--- config.mk ---
export PLATFORM = sky130hd
export DESIGN_NAME = accum_stack
export DESIGN_NICKNAME = d
export VERILOG_FILES = /design/src/rtl/accum_pkg.sv /design/src/rtl/accum_lifo.sv /design/src/rtl/accum_stack.sv
export SDC_FILE = /design/constraint.sdc
export NUM_CORES = 1
export LEC_CHECK = 0
export ABC_AREA = 1
export BUFFER_PORTS_ARGS = -buffer_cell sky130_fd_sc_hd__buf_2
export CAP_MARGIN = 40
export CORE_MARGIN = 2
export CORE_UTILIZATION = 50
export DETAILED_ROUTE_END_ITERATION = 16
export GPL_TIMING_DRIVEN = 0
export PLACE_DENSITY_LB_ADDON = 0.3
export SLEW_MARGIN = 10
export SYNTH_ARGS = -nofsm -noshare
export SYNTH_HDL_FRONTEND = slang
export SYNTH_SLANG_ARGS = --single-unit
--- constraint.sdc ---
create_clock -name clk -period 4.8 [get_ports clk]
set_input_delay 0.96 -clock clk [delete_from_list [all_inputs] [get_ports clk]]
set_output_delay 0.96 -clock clk [all_outputs]
set_load 0.02 [all_outputs]
--- src/rtl/accum_pkg.sv ---
// Shared encodings for the accumulator/save-stack block.
package accum_pkg;

  typedef enum logic [2:0] {
    OP_NOP  = 3'b000,
    OP_LOAD = 3'b001,
    OP_PUSH = 3'b010,
    OP_POP  = 3'b011,
    OP_SWAP = 3'b100,
    OP_CLR  = 3'b101
  } op_e;

  typedef enum logic [1:0] {
    SEL_REG  = 2'b00,
    SEL_IMM  = 2'b01,
    SEL_ALU  = 2'b10,
    SEL_HOLD = 2'b11
  } sel_e;

endpackage

--- src/rtl/accum_lifo.sv ---
// DEPTH-entry LIFO save stack. Storage is not reset; only count is.
// The caller asserts at most one of push/pop/swap per cycle. Requests that
// would overflow or underflow are ignored here as well, so the count can
// never leave the range 0..DEPTH.
module accum_lifo #(
  parameter int WIDTH = 8,
  parameter int DEPTH = 4
) (
  input  logic                       clk,
  input  logic                       rst,
  input  logic                       push,
  input  logic                       pop,
  input  logic                       swap,
  input  logic [WIDTH-1:0]           wdata,
  output logic [WIDTH-1:0]           top,
  output logic [$clog2(DEPTH+1)-1:0] count,
  output logic                       full,
  output logic                       empty
);

  localparam int CW = $clog2(DEPTH+1);
  localparam logic [CW-1:0] FULL_CNT = CW'(DEPTH);

  logic [WIDTH-1:0] mem [DEPTH];
  logic [CW-1:0]    top_idx;
  logic [CW-1:0]    wr_idx;
  logic             do_push;
  logic             do_pop;
  logic             do_swap;

  assign full    = (count == FULL_CNT);
  assign empty   = (count == '0);
  assign do_push = push && !full;
  assign do_pop  = pop  && !empty;
  assign do_swap = swap && !empty;
  assign top_idx = count - CW'(1);
  assign wr_idx  = do_push ? count : top_idx;

  // Read the top-of-stack entry; reads as zero while the stack is empty.
  always_comb begin
    top = '0;
    if (!empty) begin
      for (int i = 0; i < DEPTH; i++) begin
        if (CW'(i) == top_idx) top = mem[i];
      end
    end
  end

  // Storage write: push writes one above the top, swap overwrites the top.
  always_ff @(posedge clk) begin
    if (do_push || do_swap) begin
      for (int i = 0; i < DEPTH; i++) begin
        if (CW'(i) == wr_idx) mem[i] <= wdata;
      end
    end
  end

  // Occupancy counter.
  always_ff @(posedge clk or posedge rst) begin
    if (rst) begin
      count <= '0;
    end else if (do_push) begin
      count <= count + CW'(1);
    end else if (do_pop) begin
      count <= count - CW'(1);
    end
  end

endmodule

--- src/rtl/accum_stack.sv ---
// WIDTH-bit accumulator with a DEPTH-entry save stack and sticky error flag.
// dout feeds the ALU A-operand and the regfile write-back path.
//
// Op interface: op_valid qualifies op/sel_acc/imm/reg_in/alu_in for the
// current cycle only. There is no ready/stall; every valid op completes on
// the rising edge that samples it, and its result is visible after that edge.
module accum_stack
  import accum_pkg::*;
#(
  parameter int WIDTH = 8,
  parameter int IMM_W = 4,
  parameter int DEPTH = 4
) (
  input  logic                       clk,
  input  logic                       CLB,
  input  logic                       op_valid,
  input  logic [2:0]                 op,
  input  logic [1:0]                 sel_acc,
  input  logic [IMM_W-1:0]           imm,
  input  logic [WIDTH-1:0]           reg_in,
  input  logic [WIDTH-1:0]           alu_in,
  input  logic                       err_clr,
  output logic [WIDTH-1:0]           dout,
  output logic                       zero,
  output logic [$clog2(DEPTH+1)-1:0] count,
  output logic                       empty,
  output logic                       full,
  output logic                       err
);

  logic [WIDTH-1:0] dout_next;
  logic [WIDTH-1:0] top;
  logic             push;
  logic             pop;
  logic             swap;
  logic             err_new;

  accum_lifo #(
    .WIDTH (WIDTH),
    .DEPTH (DEPTH)
  ) u_lifo (
    .clk   (clk),
    .rst   (CLB),
    .push  (push),
    .pop   (pop),
    .swap  (swap),
    .wdata (dout),
    .top   (top),
    .count (count),
    .full  (full),
    .empty (empty)
  );

  assign zero = (dout == '0);

  // Decode the op: pick the next accumulator value, stack request and error.
  // Refused ops (overflow, underflow, illegal code) change nothing but err.
  always_comb begin
    dout_next = dout;
    push      = 1'b0;
    pop       = 1'b0;
    swap      = 1'b0;
    err_new   = 1'b0;
    if (op_valid) begin
      case (op)
        OP_NOP: ;
        OP_LOAD: begin
          case (sel_acc)
            SEL_REG:  dout_next = reg_in;
            SEL_IMM:  dout_next = WIDTH'(imm);
            SEL_ALU:  dout_next = alu_in;
            default:  dout_next = dout;
          endcase
        end
        OP_PUSH: begin
          if (full) err_new = 1'b1;
          else      push    = 1'b1;
        end
        OP_POP: begin
          if (empty) begin
            err_new = 1'b1;
          end else begin
            pop       = 1'b1;
            dout_next = top;
          end
        end
        OP_SWAP: begin
          if (empty) begin
            err_new = 1'b1;
          end else begin
            swap      = 1'b1;
            dout_next = top;
          end
        end
        OP_CLR:  dout_next = '0;
        default: err_new = 1'b1;
      endcase
    end
  end

  // Accumulator register.
  always_ff @(posedge clk or posedge CLB) begin
    if (CLB) dout <= '0;
    else     dout <= dout_next;
  end

  // Sticky error: a new error in the same cycle beats err_clr.
  always_ff @(posedge clk or posedge CLB) begin
    if (CLB)          err <= 1'b0;
    else if (err_new) err <= 1'b1;
    else if (err_clr) err <= 1'b0;
  end

endmodule

==> impl_metrics.json, run 1 <==
{
  "status": "finished clean",
  "grt_pass1_vias": 1968,
  "antenna_found_initial": 0,
  "worst_slack_ns": 1.87,
  "endpoint_kind": "flip-flop",
  "slew_viol_final": 0,
  "rrSetupSlack_ns": 1.87,
  "synth_area_leaders": "edfxtp_1 (38%), dfrtp_1 (12%), nand2_1 (12%)",
  "max_freq_mhz": 341,
  "required_ns": 4.73,
  "maxCapViolCount": 0,
  "intPower_mw": 0.856,
  "dp_cells": 415,
  "power.leakage_nw": 1.48,
  "cp_cell_sequence": "buf_2, inv_1, nand3_1, nor3_4, inv_1, ha_1, inv_1, nor2_1, nand2_1, nor2_1",
  "yosysTopAreaCell": "edfxtp_1",
  "critical_path_peak_fanout": 10,
  "synth_cells": 305,
  "initial_core_util_pct": 52.2,
  "cts_root_buf": "clkbuf_8",
  "slowest_delay_ns": 0.53,
  "hpwlAfterDp_mm": 3.88,
  "fillers": 419,
  "drc_errors": 0,
  "postLayoutCoreUtil_pct": 60.8,
  "dp_slack_ns": 1.55,
  "cp_top_family": "simple AND/OR/NAND/NOR gates",
  "cts_hold_buf": 0,
  "synthesis.area_um2": 2500,
  "final_cells": 423,
  "clk_latency_ns": 0.29,
  "finalSetupViolations": 0,
  "critical-path-slowest-cell": "nor2_1",
  "finalCriticalPeriod_ns": 2.93,
  "start_kind": "input pin",
  "timing.final.hold_violations": 0,
  "p_seq_share_pct": 37.6,
  "yosysUniqueCellTypes": 26,
  "comb_power_share_pct": 43.4,
  "place_area_um2": 2800,
  "wl_per_cell_um": 12.2,
  "grt_max_degree": 15,
  "fin_crit_sh_pct": 61.1,
  "clkTransAtPathRegs_ns": 0.08,
  "syn2layout_area_growth_pct": 16.4,
  "slew_headroom_pct": 53.7,
  "async_flop_share_pct": 27.3,
  "p_total_mw": 1.47,
  "vdd_drop_max_v": 0.000221,
  "synth_edf_count": 32,
  "ctsResizeCount": 0,
  "hold_path_class": "flip-flop to flip-flop",
  "yosys_warnings": 0,
  "vias": 2092,
  "synth_area_per_cell_um2": 8.19,
  "routed_via_density": 4.95,
  "synth_top_cell_area_share_pct": 38.5,
  "synth_nets": 345,
  "dr.pass1.iters": 4,
  "fin_nets": 395,
  "pwr-share-clk_pct": 19.0,
  "powerDensity_nw_per_um2": 507,
  "grt-ovfl-total": 0,
  "cts_setup_buffers": 0,
  "wl_mm": 5.15,
  "grt.total_usage_pct": 20.8,
  "worst-path-buf-inv": 4,
  "synth_ff_type": "edfxtp_1",
  "switchingPower_mw": 0.618,
  "rsz0062_at_grt": "false",
  "gp_congestion": 0.854,
  "synth_seq_cells": 44,
  "detail_route.iter0.violations": 118,
  "grt_pass1_wl_mm": 8.83,
  "setup-tns-final_ns": 0,
  "diodes": 0,
  "cp_common_cell": "inv_1",
  "postRouteAntennaNets": 0,
  "whs_ns": 0.546,
  "dieHeight_um": 74.7,
  "coreArea_um2": 4790,
  "final_common_cell": "nand2_1",
  "drive_above_1_share_pct": 19.4,
  "stdcell_area_um2": 2910,
  "mostFrequentLayoutCells": "nand2_1 (78), inv_1 (48), buf_2 (45)",
  "p_sw_share_pct": 41.9,
  "io_buffers": 43,
  "clkSinkCount": 44,
  "numCtsBuffers": 5,
  "htree_levels": 2,
  "critPathKind": "input pin to flip-flop",
  "num_io_pins": 44,
  "num_rows": 25,
  "tightest_slew_ns": 0.692,
  "fp.dieW_um": 74.7,
  "crit_arrival_ns": 2.87,
  "cts_buffer_depth": 2,
  "dieArea_um2": 5580,
  "cts_tree": "yes",
  "synth_seq_area_share_pct": 50.5,
  "skew_ns": 0.00175
}
[synth_stat cells, types with 3 or more instances]
master    count
a21oi_1      17
buf_4         3
dfrtp_1      12
edfxtp_1     32
ha_1         11
inv_1        48
inv_2         3
nand2_1      78
nand2_2       3
nand3_1      35
nor2_1       35
o21ai_0       8
[kinds of logic (layout without fill, tap and decap cells)]
kind of cell,Yosys count,in the layout,share of synthesized area (%)
AO/OA/AOI/OAI,30,30,6.46
XOR/XNOR,1,1,0.351
adder cells (fa/ha/maj),11,11,5.51
buffers and inverters,59,110,9.71
flip-flops,44,44,50.5
AND/OR/NAND/NOR,160,160,27.5
[layer usage]
metal / share of wire, % / routed length [um] / vias to the layer above / track usage [%]
li1: - / - / 1072 / -
met1: 45 / 2310 / 952 / 27.2
met2: 49 / 2530 / 64 / 35.4
met3: 4.9 / 252 / 4 / 3.61
met4: 1.1 / 55 / 0 / 7.14
met5: 0 / 0 / - / 0
[layout make-up]
class	count	area (um2)	share of cell area, %
clock inverter	3	42.5	1.46
multi-input combinational	202	995	34.2
timing repair buffer	43	215	7.40
buffer	8	51.3	1.76
tap	67	83.8	2.88
sequential	44	1260	43.4
clock buffer	5	68.8	2.37
inverter	51	191	6.58
[power groups by stage]
stage / clock (mW) / combinational [mW] / sequential (mW)
6_report: 0.280 / 0.640 / 0.555
2_1_floorplan: 0 / 0.429 / 0.586
3_3_place_gp: 0 / 0.620 / 0.557
4_1_cts: 0.283 / 0.644 / 0.555
3_5_place_dp: 0 / 0.638 / 0.562
5_1_grt: 0.298 / 0.725 / 0.565
[path summary, 6_finish.rpt]
check	start	cells past startpoint	to
max in group asynchronous	CLB	2	dout[1]
hold / removal	err	2	err
setup reg to reg	u_lifo.count[1]	11	u_lifo.mem[0][2]
setup / recovery	op[2]	10	u_lifo.mem[0][2]
min in group asynchronous	CLB	2	u_lifo.count[1]
hold reg to reg	err	2	err
[sequential cells by signal, indices dropped and copies added (netlist names)]
register / flops
err: 1
u_lifo.count: 3
dout: 8
u_lifo.mem: 32
[worst register-to-register path: stages (launching register included)]
cell	delay [ns]
dfrtp_1	0.48
inv_1	0.13
ha_1	0.28
nand2_4	0.10
inv_2	0.05
nor3_4	0.40
inv_1	0.09
ha_1	0.31
inv_1	0.04
nor2_1	0.10
nand2_1	0.07
nor2_1	0.53
Power figures use the tool's default switching activity.
==> inputs of run 2 (changes only) <==
==> constraint.sdc (replaced) <==
create_clock -name clk -period 2.87 [get_ports clk]
set_input_delay 0.574 -clock clk [delete_from_list [all_inputs] [get_ports clk]]
set_output_delay 0.574 -clock clk [all_outputs]
set_load 0.02 [all_outputs]
==> run 2 against run 1 <==
  * Utilization grew 0.42 points
  * Hold slack lost 0.25 ns
  * Combinational power grew 72%
  * Critical path depth is the same
  * Clock power grew 69%
  * Sequential cell count is the same
  * Final cell count is the same
  * Final area grew 0.69%
  * Critical path type is now flip-flop to flip-flop
  * Critical endpoint is now u_lifo.mem[3][6]
  * Largest cell class unchanged
  * Largest power group unchanged
==> impl_metrics.json, run 2 (synthesized netlist as in run 1, its figures left out) <==
{
  "status": "finished clean",
  "r2r_cells": 10,
  "dieArea_um2": 5580,
  "required_ns": 2.83,
  "crit-reg2reg-launch": "u_lifo.count[1]",
  "rsz0062_at_grt": "true",
  "cts_hold_buf": 0,
  "cts_buffer_depth": 2,
  "syn2layout_area_growth_pct": 17.2,
  "finalCriticalPeriod_ns": 2.75,
  "p_total_mw": 2.49,
  "top_register": "u_lifo.mem",
  "fp.dieW_um": 74.7,
  "critical_path_peak_fanout": 10,
  "cts_tree": "yes",
  "tightest_slew_ns": 0.515,
  "worst_slack_ns": 0.122,
  "dr.pass1.iters": 4,
  "coreArea_um2": 4790,
  "timing.rr.end": "u_lifo.mem[3][6]",
  "power.leakage_nw": 1.48,
  "io_buffers": 43,
  "cts_setup_buffers": 0,
  "wl_per_cell_um": 12.4,
  "diodes": 0,
  "largest_reg_flops": 32,
  "rrSetupSlack_ns": 0.12,
  "numCtsBuffers": 5,
  "endpoint_kind": "flip-flop",
  "dp_cells": 415,
  "critPathKind": "flip-flop to flip-flop",
  "timing.final.hold_violations": 0,
  "max_freq_mhz": 364,
  "postLayoutCoreUtil_pct": 61.2,
  "htree_levels": 2,
  "fin_nets": 395,
  "grt_pass1_vias": 1975,
  "initial_core_util_pct": 52.2,
  "cts_root_buf": "clkbuf_8",
  "final_common_cell": "nand2_1",
  "vdd_drop_max_v": 0.000371,
  "crit_arrival_ns": 2.70,
  "num_rows": 25,
  "slew_viol_final": 0,
  "antenna_found_initial": 0,
  "drc_errors": 0,
  "wl_mm": 5.23,
  "mostFrequentLayoutCells": "nand2_1 (78), inv_1 (48), buf_2 (45)",
  "critPathCapture": "u_lifo.mem[3][6]",
  "grt_max_degree": 15,
  "final_cells": 423,
  "detail_route.iter0.violations": 117,
  "clk_latency_ns": 0.30,
  "cp-startpoint": "u_lifo.count[1]",
  "place_area_um2": 2800,
  "whs_ns": 0.294,
  "powerDensity_nw_per_um2": 852,
  "routed_via_density": 4.94,
  "grt.total_usage_pct": 20.8,
  "vias": 2091,
  "drive_above_1_share_pct": 20.5,
  "start_kind": "flip-flop",
  "setup-tns-final_ns": 0,
  "maxCapViolCount": 0,
  "stdcell_area_um2": 2930,
  "dieHeight_um": 74.7,
  "slew_headroom_pct": 65.6,
  "gp_congestion": 0.854,
  "skew_ns": 0.00250,
  "grt-ovfl-total": 0,
  "num_io_pins": 44,
  "grt_pass1_wl_mm": 8.83,
  "finalSetupViolations": 0,
  "hold_path_class": "input pin to asynchronous set/reset pin",
  "dp_slack_ns": -0.0761,
  "clkSinkCount": 44,
  "postRouteAntennaNets": 0,
  "hpwlAfterDp_mm": 3.88,
  "fin_crit_sh_pct": 95.8,
  "clkTransAtPathRegs_ns": 0.08,
  "reg_top3": "u_lifo.mem (32), dout (8), u_lifo.count (3)"
}
[run 2: how the worst min path moves through the flow]
stage / start / end / slack [ns]
after CTS: CLB / dout[0] / 0.31
after global routing: CLB / dout[0] / 0.33
after global placement: err / err / 0.53
after floorplan: CLB / dout[0] / 0.44
final: CLB / u_lifo.count[1] / 0.29
after detailed placement: err / err / 0.54
[run 2: where the power goes]
| group | total [mW] | internal (mW) | switching [mW] |
|---|---|---|---|
| registers | 0.927 | 0.813 | 0.114 |
| clock network | 0.472 | 0.258 | 0.215 |
| logic | 1.10 | 0.364 | 0.731 |
| total | 2.49 | 1.44 | 1.06 |
[run 2: cell type report]
type | instances | area (um2)
fillers | 412 | 1860
multi-input cells | 202 | 1010
clock buffers | 5 | 68.8
clock inverters | 3 | 42.5
plain buffers | 8 | 51.3
well taps | 67 | 83.8
inverters | 51 | 191
flip-flops and latches | 44 | 1260
repair buffers | 43 | 215
[run 2: worst max-delay path, stage by stage, from the launching register on]
cell,delay (ns)
dfrtp_1,0.48
inv_1,0.13
ha_1,0.28
nand2_4,0.10
inv_2,0.05
nor3_4,0.40
inv_1,0.09
ha_1,0.30
nor2_1,0.12
nand2_1,0.10
nor2_2,0.36
[run 2: layer usage]
metal  track usage (%)  part of all wire, %
met2              35.5                   49
met5                 0                    0
met4              7.14                  1.4
met3              3.61                  4.0
met1              27.0                   45
[run 2: what timing repair did]
| item | CTS | global route |
|---|---|---|
| setup endpoints to repair | 32 | 32 |
| hold endpoints to repair | 0 | 0 |
| resized for setup | 4 | 2 |
